<file path="config.mk">
export PLATFORM = sky130hd
export DESIGN_NAME = la_capture_ctrl
export DESIGN_NICKNAME = d
export VERILOG_FILES = /design/src/rtl/la_capture_ctrl.sv
export SDC_FILE = /design/constraint.sdc
export NUM_CORES = 1
export LEC_CHECK = 0
export ABC_AREA = 1
export CAP_MARGIN = 10
export CORE_ASPECT_RATIO = 1.5
export CORE_MARGIN = 3
export CORE_UTILIZATION = 40
export DETAILED_ROUTE_END_ITERATION = 6
export DONT_BUFFER_PORTS = 1
export GPL_TIMING_DRIVEN = 0
export PLACE_DENSITY = 0.56
export SYNTH_ARGS = -nofsm -noshare
export SYNTH_HDL_FRONTEND = slang
export SYNTH_SLANG_ARGS = --single-unit
</file>
<file path="constraint.sdc">
create_clock -name clk -period 4.2 [get_ports clk]
set_input_delay 0.63 -clock clk [delete_from_list [all_inputs] [get_ports clk]]
set_output_delay 0.63 -clock clk [all_outputs]
set_load 0.02 [all_outputs]
</file>
<file path="src/rtl/la_capture_ctrl.sv">
// rtl/la_capture_ctrl.sv - logic-analyser capture controller (pre-fill, pattern trigger, post-count)
// Optional macro TRIG_EDGE_EN adds trig_edge_i for rising-into-match trigger qualification.

module la_capture_ctrl #(
    parameter int CH = 8,
    parameter int AW = 12
) (
    input  logic          clk,
    input  logic          resetn,
    input  logic          sample_clk_en_i,
    input  logic [CH-1:0] probe_i,
    input  logic          arm_i,
    input  logic          abort_i,
    input  logic [AW-1:0] pre_count_i,
    input  logic [AW-1:0] post_count_i,
    input  logic [CH-1:0] trig_mask_i,
    input  logic [CH-1:0] trig_value_i,
`ifdef TRIG_EDGE_EN
    input  logic          trig_edge_i,
`endif
    output logic          mem_we_o,
    output logic [AW-1:0] mem_addr_o,
    output logic [CH-1:0] mem_wdata_o,
    output logic [AW-1:0] trig_addr_o,
    output logic [AW-1:0] start_addr_o,
    output logic          busy_o,
    output logic          triggered_o,
    output logic          done_o
);

    localparam int DEPTH = 1 << AW;

    typedef enum logic [2:0] {S_IDLE, S_PRE, S_WAIT, S_POST, S_DONE} state_t;

    state_t        state_q, state_d;
    logic [CH-1:0] probe_meta_q, probe_s_q;
    logic [AW-1:0] wr_ptr_q, pre_cnt_q, post_cnt_q, pre_len_q, post_len_q;
    logic [CH-1:0] mask_q, value_q;
    logic          mem_we_q, triggered_q;
    logic [AW-1:0] mem_addr_q, trig_addr_q, start_addr_q;
    logic [CH-1:0] mem_wdata_q;
    logic          wr_en, arm_go, match, trig_hit, overwrite;
    logic [AW:0]   span;
    logic [AW-1:0] final_trig_addr;

    assign wr_en    = busy_o & sample_clk_en_i & ~abort_i;
    assign arm_go   = arm_i & ~abort_i & ~busy_o;
    assign match    = ((probe_s_q ^ value_q) & mask_q) == '0;
    assign span     = {1'b0, pre_len_q} + {1'b0, post_len_q};
    assign overwrite = span > (AW+1)'(DEPTH);
    assign final_trig_addr = (state_q == S_WAIT) ? wr_ptr_q : trig_addr_q;

`ifdef TRIG_EDGE_EN
    logic edge_q, prev_valid_q, prev_match_q;

    // prev_* describe the most recently stored sample of this capture
    always_ff @(posedge clk or negedge resetn) begin
        if (!resetn) begin
            edge_q       <= 1'b0;
            prev_valid_q <= 1'b0;
            prev_match_q <= 1'b0;
        end else if (arm_go) begin
            edge_q       <= trig_edge_i;
            prev_valid_q <= 1'b0;
            prev_match_q <= 1'b0;
        end else if (wr_en) begin
            prev_valid_q <= 1'b1;
            prev_match_q <= match;
        end
    end

    assign trig_hit = match & (~edge_q | (prev_valid_q & ~prev_match_q));
`else
    assign trig_hit = match;
`endif

    always_ff @(posedge clk or negedge resetn) begin
        if (!resetn) state_q <= S_IDLE;
        else         state_q <= state_d;
    end

    always_comb begin
        state_d = state_q;
        if (abort_i) begin
            state_d = S_IDLE;
        end else begin
            case (state_q)
                S_IDLE, S_DONE:
                    if (arm_i) state_d = (pre_count_i == '0) ? S_WAIT : S_PRE;
                S_PRE:
                    if (sample_clk_en_i && (pre_cnt_q + AW'(1) == pre_len_q)) state_d = S_WAIT;
                S_WAIT:
                    if (sample_clk_en_i && trig_hit)
                        state_d = (post_len_q == AW'(1)) ? S_DONE : S_POST;
                S_POST:
                    if (sample_clk_en_i && (post_cnt_q + AW'(1) == post_len_q)) state_d = S_DONE;
                default: state_d = S_IDLE;
            endcase
        end
    end

    always_comb begin
        busy_o = 1'b0;
        done_o = 1'b0;
        case (state_q)
            S_PRE, S_WAIT, S_POST: busy_o = 1'b1;
            S_DONE:                done_o = 1'b1;
            default: ;
        endcase
    end

    always_ff @(posedge clk or negedge resetn) begin
        if (!resetn) begin
            probe_meta_q <= '0;
            probe_s_q    <= '0;
        end else begin
            probe_meta_q <= probe_i;
            probe_s_q    <= probe_meta_q;
        end
    end

    always_ff @(posedge clk or negedge resetn) begin
        if (!resetn) begin
            wr_ptr_q     <= '0;
            pre_cnt_q    <= '0;
            post_cnt_q   <= '0;
            pre_len_q    <= '0;
            post_len_q   <= '0;
            mask_q       <= '0;
            value_q      <= '0;
            mem_we_q     <= 1'b0;
            mem_addr_q   <= '0;
            mem_wdata_q  <= '0;
            trig_addr_q  <= '0;
            start_addr_q <= '0;
            triggered_q  <= 1'b0;
        end else begin
            mem_we_q <= wr_en;
            if (wr_en) begin
                mem_addr_q  <= wr_ptr_q;
                mem_wdata_q <= probe_s_q;
                wr_ptr_q    <= wr_ptr_q + AW'(1);
                if (state_q == S_PRE)  pre_cnt_q  <= pre_cnt_q + AW'(1);
                if (state_q == S_POST) post_cnt_q <= post_cnt_q + AW'(1);
                if (state_q == S_WAIT && trig_hit) begin
                    trig_addr_q <= wr_ptr_q;
                    triggered_q <= 1'b1;
                    post_cnt_q  <= AW'(1);
                end
            end
            if (state_d == S_DONE && state_q != S_DONE)
                start_addr_q <= overwrite ? wr_ptr_q + AW'(1) : final_trig_addr - pre_len_q;
            // pre_count_i is AW bits wide, so it can never exceed DEPTH-1
            if (arm_go) begin
                wr_ptr_q    <= '0;
                pre_cnt_q   <= '0;
                post_cnt_q  <= '0;
                triggered_q <= 1'b0;
                pre_len_q   <= pre_count_i;
                post_len_q  <= (post_count_i == '0) ? AW'(1) : post_count_i;
                mask_q      <= trig_mask_i;
                value_q     <= trig_value_i;
            end
            if (abort_i) triggered_q <= 1'b0;
        end
    end

    assign mem_we_o     = mem_we_q;
    assign mem_addr_o   = mem_addr_q;
    assign mem_wdata_o  = mem_wdata_q;
    assign trig_addr_o  = trig_addr_q;
    assign start_addr_o = start_addr_q;
    assign triggered_o  = triggered_q;

endmodule

</file>
; After elaboration in Yosys (flattened, before gate mapping)
; Cells that the tools add are included.
[word_totals]
regBits = 141
output_inout_bits = 48
[op_classes]
eq_ne = 9
n_addsub = 5
order_cmp = 1
muxes = 26
n_bitwise = 8
n_reduce_logical = 20
[op_table]
columns = operator, n
row1 = $mux 12, 12
row2 = $add 12x1->12 const B, 3
row3 = $eq 12x12->1, 2
row4 = $logic_not 12->1, 2
row5 = $mux 3, 6
row6 = $add 12x12->13, 1
row7 = $gt 13x13->1 const B, 1
row8 = $eq 12x1->1 const B, 1
row9 = $pmux 3 s4, 1
row10 = $sub 12x12->12, 1
row11 = $reduce_bool 3->1, 3
row12 = $and 8x8->8, 1
row13 = $logic_not 8->1, 1
row14 = $reduce_and 2->1, 4
row15 = $xor 8x8->8, 1
row16 = $eq 3x2->1 const B, 2
row17 = $eq 3x3->1 const B, 2
row18 = $mux 1, 6
row19 = $logic_and 1x1->1, 5
row20 = $and 1x1->1, 4
row21 = $reduce_bool 2->1, 2
row22 = $eq 3x1->1 const B, 1
row23 = $logic_not 3->1, 1
row24 = $ne 3x3->1 const B, 1
row25 = 4 further kinds, 5

; Longest topological paths before layout
[logic_depth]
word_depth = 9
mapped_depth = 22
mapped_depth_nobuf = 22

; Worst setup path before layout
; OpenSTA, ideal clock, no wires.
[synth_path]
path_type = register -> register
start = reg state_q[1]
end = reg start_addr_q[10] (netlist: start_addr_o[10])
stages_incl_launch_ff = 23
setup_time_ns = 0.116
t_arrival_ns = 2.331
path_slack_ns = 1.752
period_less_slack_ns = 2.448
n_path_buf = 1
path_cell_list = dfrtp_1 -> inv_1 -> nor2_1 -> nand2_1 -> clkbuf_1 -> a21oi_1 -> ha_1 -> inv_1 -> fa_1 -> nand3_1 -> nand2_1 -> nand4_1 -> nand2_1 -> nand2_1 -> nand2_1 -> nand2_1 -> nand2_1 -> nand2_1 -> nand2_1 -> nand2_1 -> nand2_1 -> nand2_1 -> nand2_1
[synth_via]
elab_chain_cells = 6
word_cells_on_any_way = 18
classes_between = add/sub (1) / eq/ne (6) / mux (8) / reduce/logical (3)
[synth_lines]
columns = element, line
row1 = "start, declared", 35  ; state_t state_q, state_d;
row2 = "start signal, assigned", 79  ; else state_q <= state_d;
row3 = "parallel branches: the longest is 6 deep, another holds $sub 12x12->12", --
row4 = "end signal, assigned", 152  ; start_addr_q <= overwrite ? wr_ptr_q + AW'(1) : final_trig_addr - pre_len_q;
row5 = "end, declared", 40  ; logic [AW-1:0] mem_addr_q, trig_addr_q, start_addr_q;
; Parallel ways; which one is timed is not known.
; A chain may end at the register's enable or synchronous reset.

; Worst setup path after layout
[layout_path]
start = reg pre_len_q[0]
end = reg start_addr_q[2] (netlist: start_addr_o[2])
[layout_via]
elab_chain_cells = 7
word_cells_on_any_way = 11
classes_between = add/sub (2) / order compare (1) / eq/ne (2) / mux (4) / reduce/logical (2)
[layout_lines]
columns = element, line
row1 = "start, declared", 37  ; logic [AW-1:0] wr_ptr_q, pre_cnt_q, post_cnt_q, pre_len_q, post_len_q;
row2 = "start signal, assigned", 159  ; pre_len_q <= pre_count_i;
row3 = "parallel branches: the longest is 7 deep, another holds $add 12x12->13", --
; Parallel ways; which one is timed is not known.

==> metrics.md <==
| Metric | Value |
|---|---|
| Clk_skew | 0.007655 ns |
| Slowest stage cell, crit path | dfrtp_1 |
| Layout cells sized above 1 | 5.652% |
| Max Freq | 322.1 MHz |
| CTS resizes | 0 |
| Clock root buffer master | clkbuf_16 |
| Pin count of the biggest net entering global routing | 142 |
| Most common flop cell mapped by yosys | dfrtp_1 |
| Most common cell after layout, fill and taps aside | nand2_1 |
| Nets | 1220 |
| Hold Crit Class | input port to asynchronous set/reset pin |
| CP top delay family | simple AND/OR/NAND/NOR gates |
| Core ar. | 0.01986 sq mm |
| Area grow syn2layout | 11.67% |
| Crit-path max FO | 10 |
| Endpoints failing setup | 0 |
| Detail Placement HPWL | 18070 um |
| Final min period | 3.105 ns |
| Htree depth | 4 |
| Antenna Nets Post-Route | 0 |
| Post-Syn Area | 0.008135 sq mm |
| CP Data Required Time | 4.57 ns |
| Hold_buf cts | 1 |
| Setup total negative slack | 0 ns |
| Fillcell total | 2077 |
| GRT Residual Overflow | 0 |
| Final worst path period share | 73.92% |
| Seq/Total Area, Yosys | 43.37% |
| Leakage | 4.590 nW |
| Slew @ Worst Pin | 0.7223 ns |
| Vias in the first global route | 7383 |
| CP arrival | 3.47 ns |
| Vias/cell | 5.093 |
| Max Slew Vio Count | 0 |
| Pre-CTS setup slack | 1.090 ns |
| Die Wd | 122.4 um |
| Critical Path Source | pre_len_q[0]$_DFFE_PN0P_ |
| Register area | 0.003528 sq mm |
| Clock Tree Buf Depth | 2 |
| I/O pin count | 101 |
| Total number of vias | 7181 |
| Placer Congestion | 0.8408 |
| DRT Pass-1 Iters | 5 |
| Synth Instances | 1117 |
| Crit path kind | flip-flop to flip-flop |
| Gr usage total | 22.42% |
| Total CTS buffers | 17 |
| # diodes | 0 |
| Worst skew pair latency | 0.43 ns |
| Multi-input logic area | 0.003974 sq mm |
| RSZ-0062 raised after global routing | false |
| Cell Pwr Density | 490.1 mW/mm^2 |
| Die area | 0.02212 sq mm |
| Synth warn | 0 |
| Mean Syn Cell Area | 7.283 sq um |
| CP Capture Point | start_addr_o[2]$_DFFE_PN0P_ |
| DRC viols | 0 |
| Clk pin slew, worst setup/hold paths | 0.06 ns |
| R2r startpoint | pre_len_q[0]$_DFFE_PN0P_ |
| Worst Setup End Kind | flip-flop |
| Post-Route WL | 23180 um |
| Uppermost layer routed | met4 |
| # rows | 63 |
| Starting density of the core | 40.95% |
| Port Buffers | 0 |
| Yosys cell types | 39 |
| Max stage delay on crit path | 0.53 ns |
| Most frequent cells in the layout | nand2_1, dfrtp_1, inv_1 |
| FF-to-FF End | start_addr_o[2]$_DFFE_PN0P_ |
| Final WS setup | 1.095 ns |
| Cell breakdown of the critical path | ha_1 > inv_1 > fa_1 > inv_1 > nand3_1 > nand2_1 > nand2_1 > nand2_1 > a21boi_1 > nand3_1 > o21ai_1 > buf_2 > nand2_1 > nand2_1 > nand2_1 > nand2_1 |
| CP Buf/Inv Count | 3 |
| Reg2reg setup slack | 1.10 ns |
| Die Span Y | 180.7 um |
| Rel. slew slack | 51.85% |
| WL met3 | 1267 um |
| Fin. Hold Viols | 0 |
| Max Cap Viol | 0 |
| Setup bufs post-CTS | 0 |
| DRT iter0 DRCs | 435 |
| Number of synthesized flops with an enable pin | 0 |
| Startpoint types | flip-flop |
| Antenna violations before repair | 0 |
| Drt wl/cell | 16.44 um |
| CTS tree | yes |
| Maximum VDD drop | 361.5 uV |
| First-pass GRT wire length | 38170 um |
| Most frequent CP cell | nand2_1 |
| Syn Nets | 1200 |
| Met1 WL | 9350 um |
| R2R cell count | 16 |
| WP depth | 16 |
| Met2 Wirelength | 11730 um |
| Async set-reset flop share out of synthesis | 100.0% |
| Status | completed |
| Yosys reg bits | 141 |
| CTS Sinks | 141 |
-- state kept, by name, indices dropped and copies added (netlist names), 12 cells and up --
| name | cells |
|---|---|
| start_addr_o | 12 |
| post_len_q | 12 |
| post_cnt_q | 12 |
| pre_cnt_q | 12 |
| mem_addr_o | 12 |
| wr_ptr_q | 12 |
| trig_addr_o | 12 |
| pre_len_q | 12 |
-- final cells by class --
type | count | area share, %
tap | 260 | 3.581
buffer | 29 | 1.515
clock inverter | 14 | 1.735
timing repair buffer | 1 | 0.3030
inverter | 132 | 5.454
clock buffer | 18 | 4.834
multi-input combinational | 815 | 43.74
sequential | 141 | 38.84
-- cell usage after synthesis (all sizes together) (3+ instances only) --
cell type	instances	area, sq um
or2	6	37.53
o21ai	91	455.4
nand3	84	420.4
ha	28	350.3
nand3b	3	22.52
nor2	70	292.8
nor4	7	43.79
nand4	25	156.4
clkbuf	19	71.32
xnor2	6	52.55
dfrtp	141	3528
a21oi	21	105.1
xor2	23	201.4
buf	10	66.31
nor3	12	76.33
inv	131	491.7
nand2	414	1567
o22ai	13	81.33
-- cells by family after synthesis --
kind of cell,count (synthesis),share of synthesized area (%)
buffers and inverters,161,7.782
AND/OR/NAND/NOR,623,32.31
XOR/XNOR,29,3.122
flip-flops,141,43.37
AO/OA/AOI/OAI,133,8.613
adder cells (fa/ha/maj),30,4.799
-- routing by layer --
metal	vias up	GRT usage, %
met3	43	5.653
met2	171	38.48
met4	0	9.731
met1	3342	26.14
li1	3625	-
met5	-	0
-- per-stage QoR --
stage	cell area [sq um]	util [%]	hold slack [ns]	power, mW	std cells
after global placement	8461	42.59	0.3319	2.903	1377
after detailed placement	8461	42.59	0.3347	2.915	1377
final	9085	45.74	0.1809	4.452	1410
after CTS	9085	45.74	0.1988	4.506	1410
after floorplan	8135	-	0.3312	2.586	1117
after global routing	9085	45.74	0.2025	4.762	1410
-- power breakdown --
| part | internal [mW] | switching, mW | total (mW) |
|---|---|---|---|
| clock network | 0.900 | 0.634 | 1.53 |
| registers | 1.52 | 0.205 | 1.73 |
| logic | 0.407 | 0.784 | 1.19 |
-- worst min-delay path by stage --
stage / startpoint / endpoint / cells past startpoint
after floorplan: resetn / mask_q[0]$_DFFE_PN0P_ / 0
after global placement: probe_meta_q[0]$_DFF_PN0_ / probe_s_q[0]$_DFF_PN0_ / 0
after detailed placement: probe_meta_q[3]$_DFF_PN0_ / probe_s_q[3]$_DFF_PN0_ / 0
after CTS: probe_i[5] / probe_meta_q[5]$_DFF_PN0_ / 0
after global routing: probe_i[6] / probe_meta_q[6]$_DFF_PN0_ / 0
final: resetn / pre_len_q[2]$_DFFE_PN0P_ / 1
Note: power is estimated with default switching activity, not from simulation.
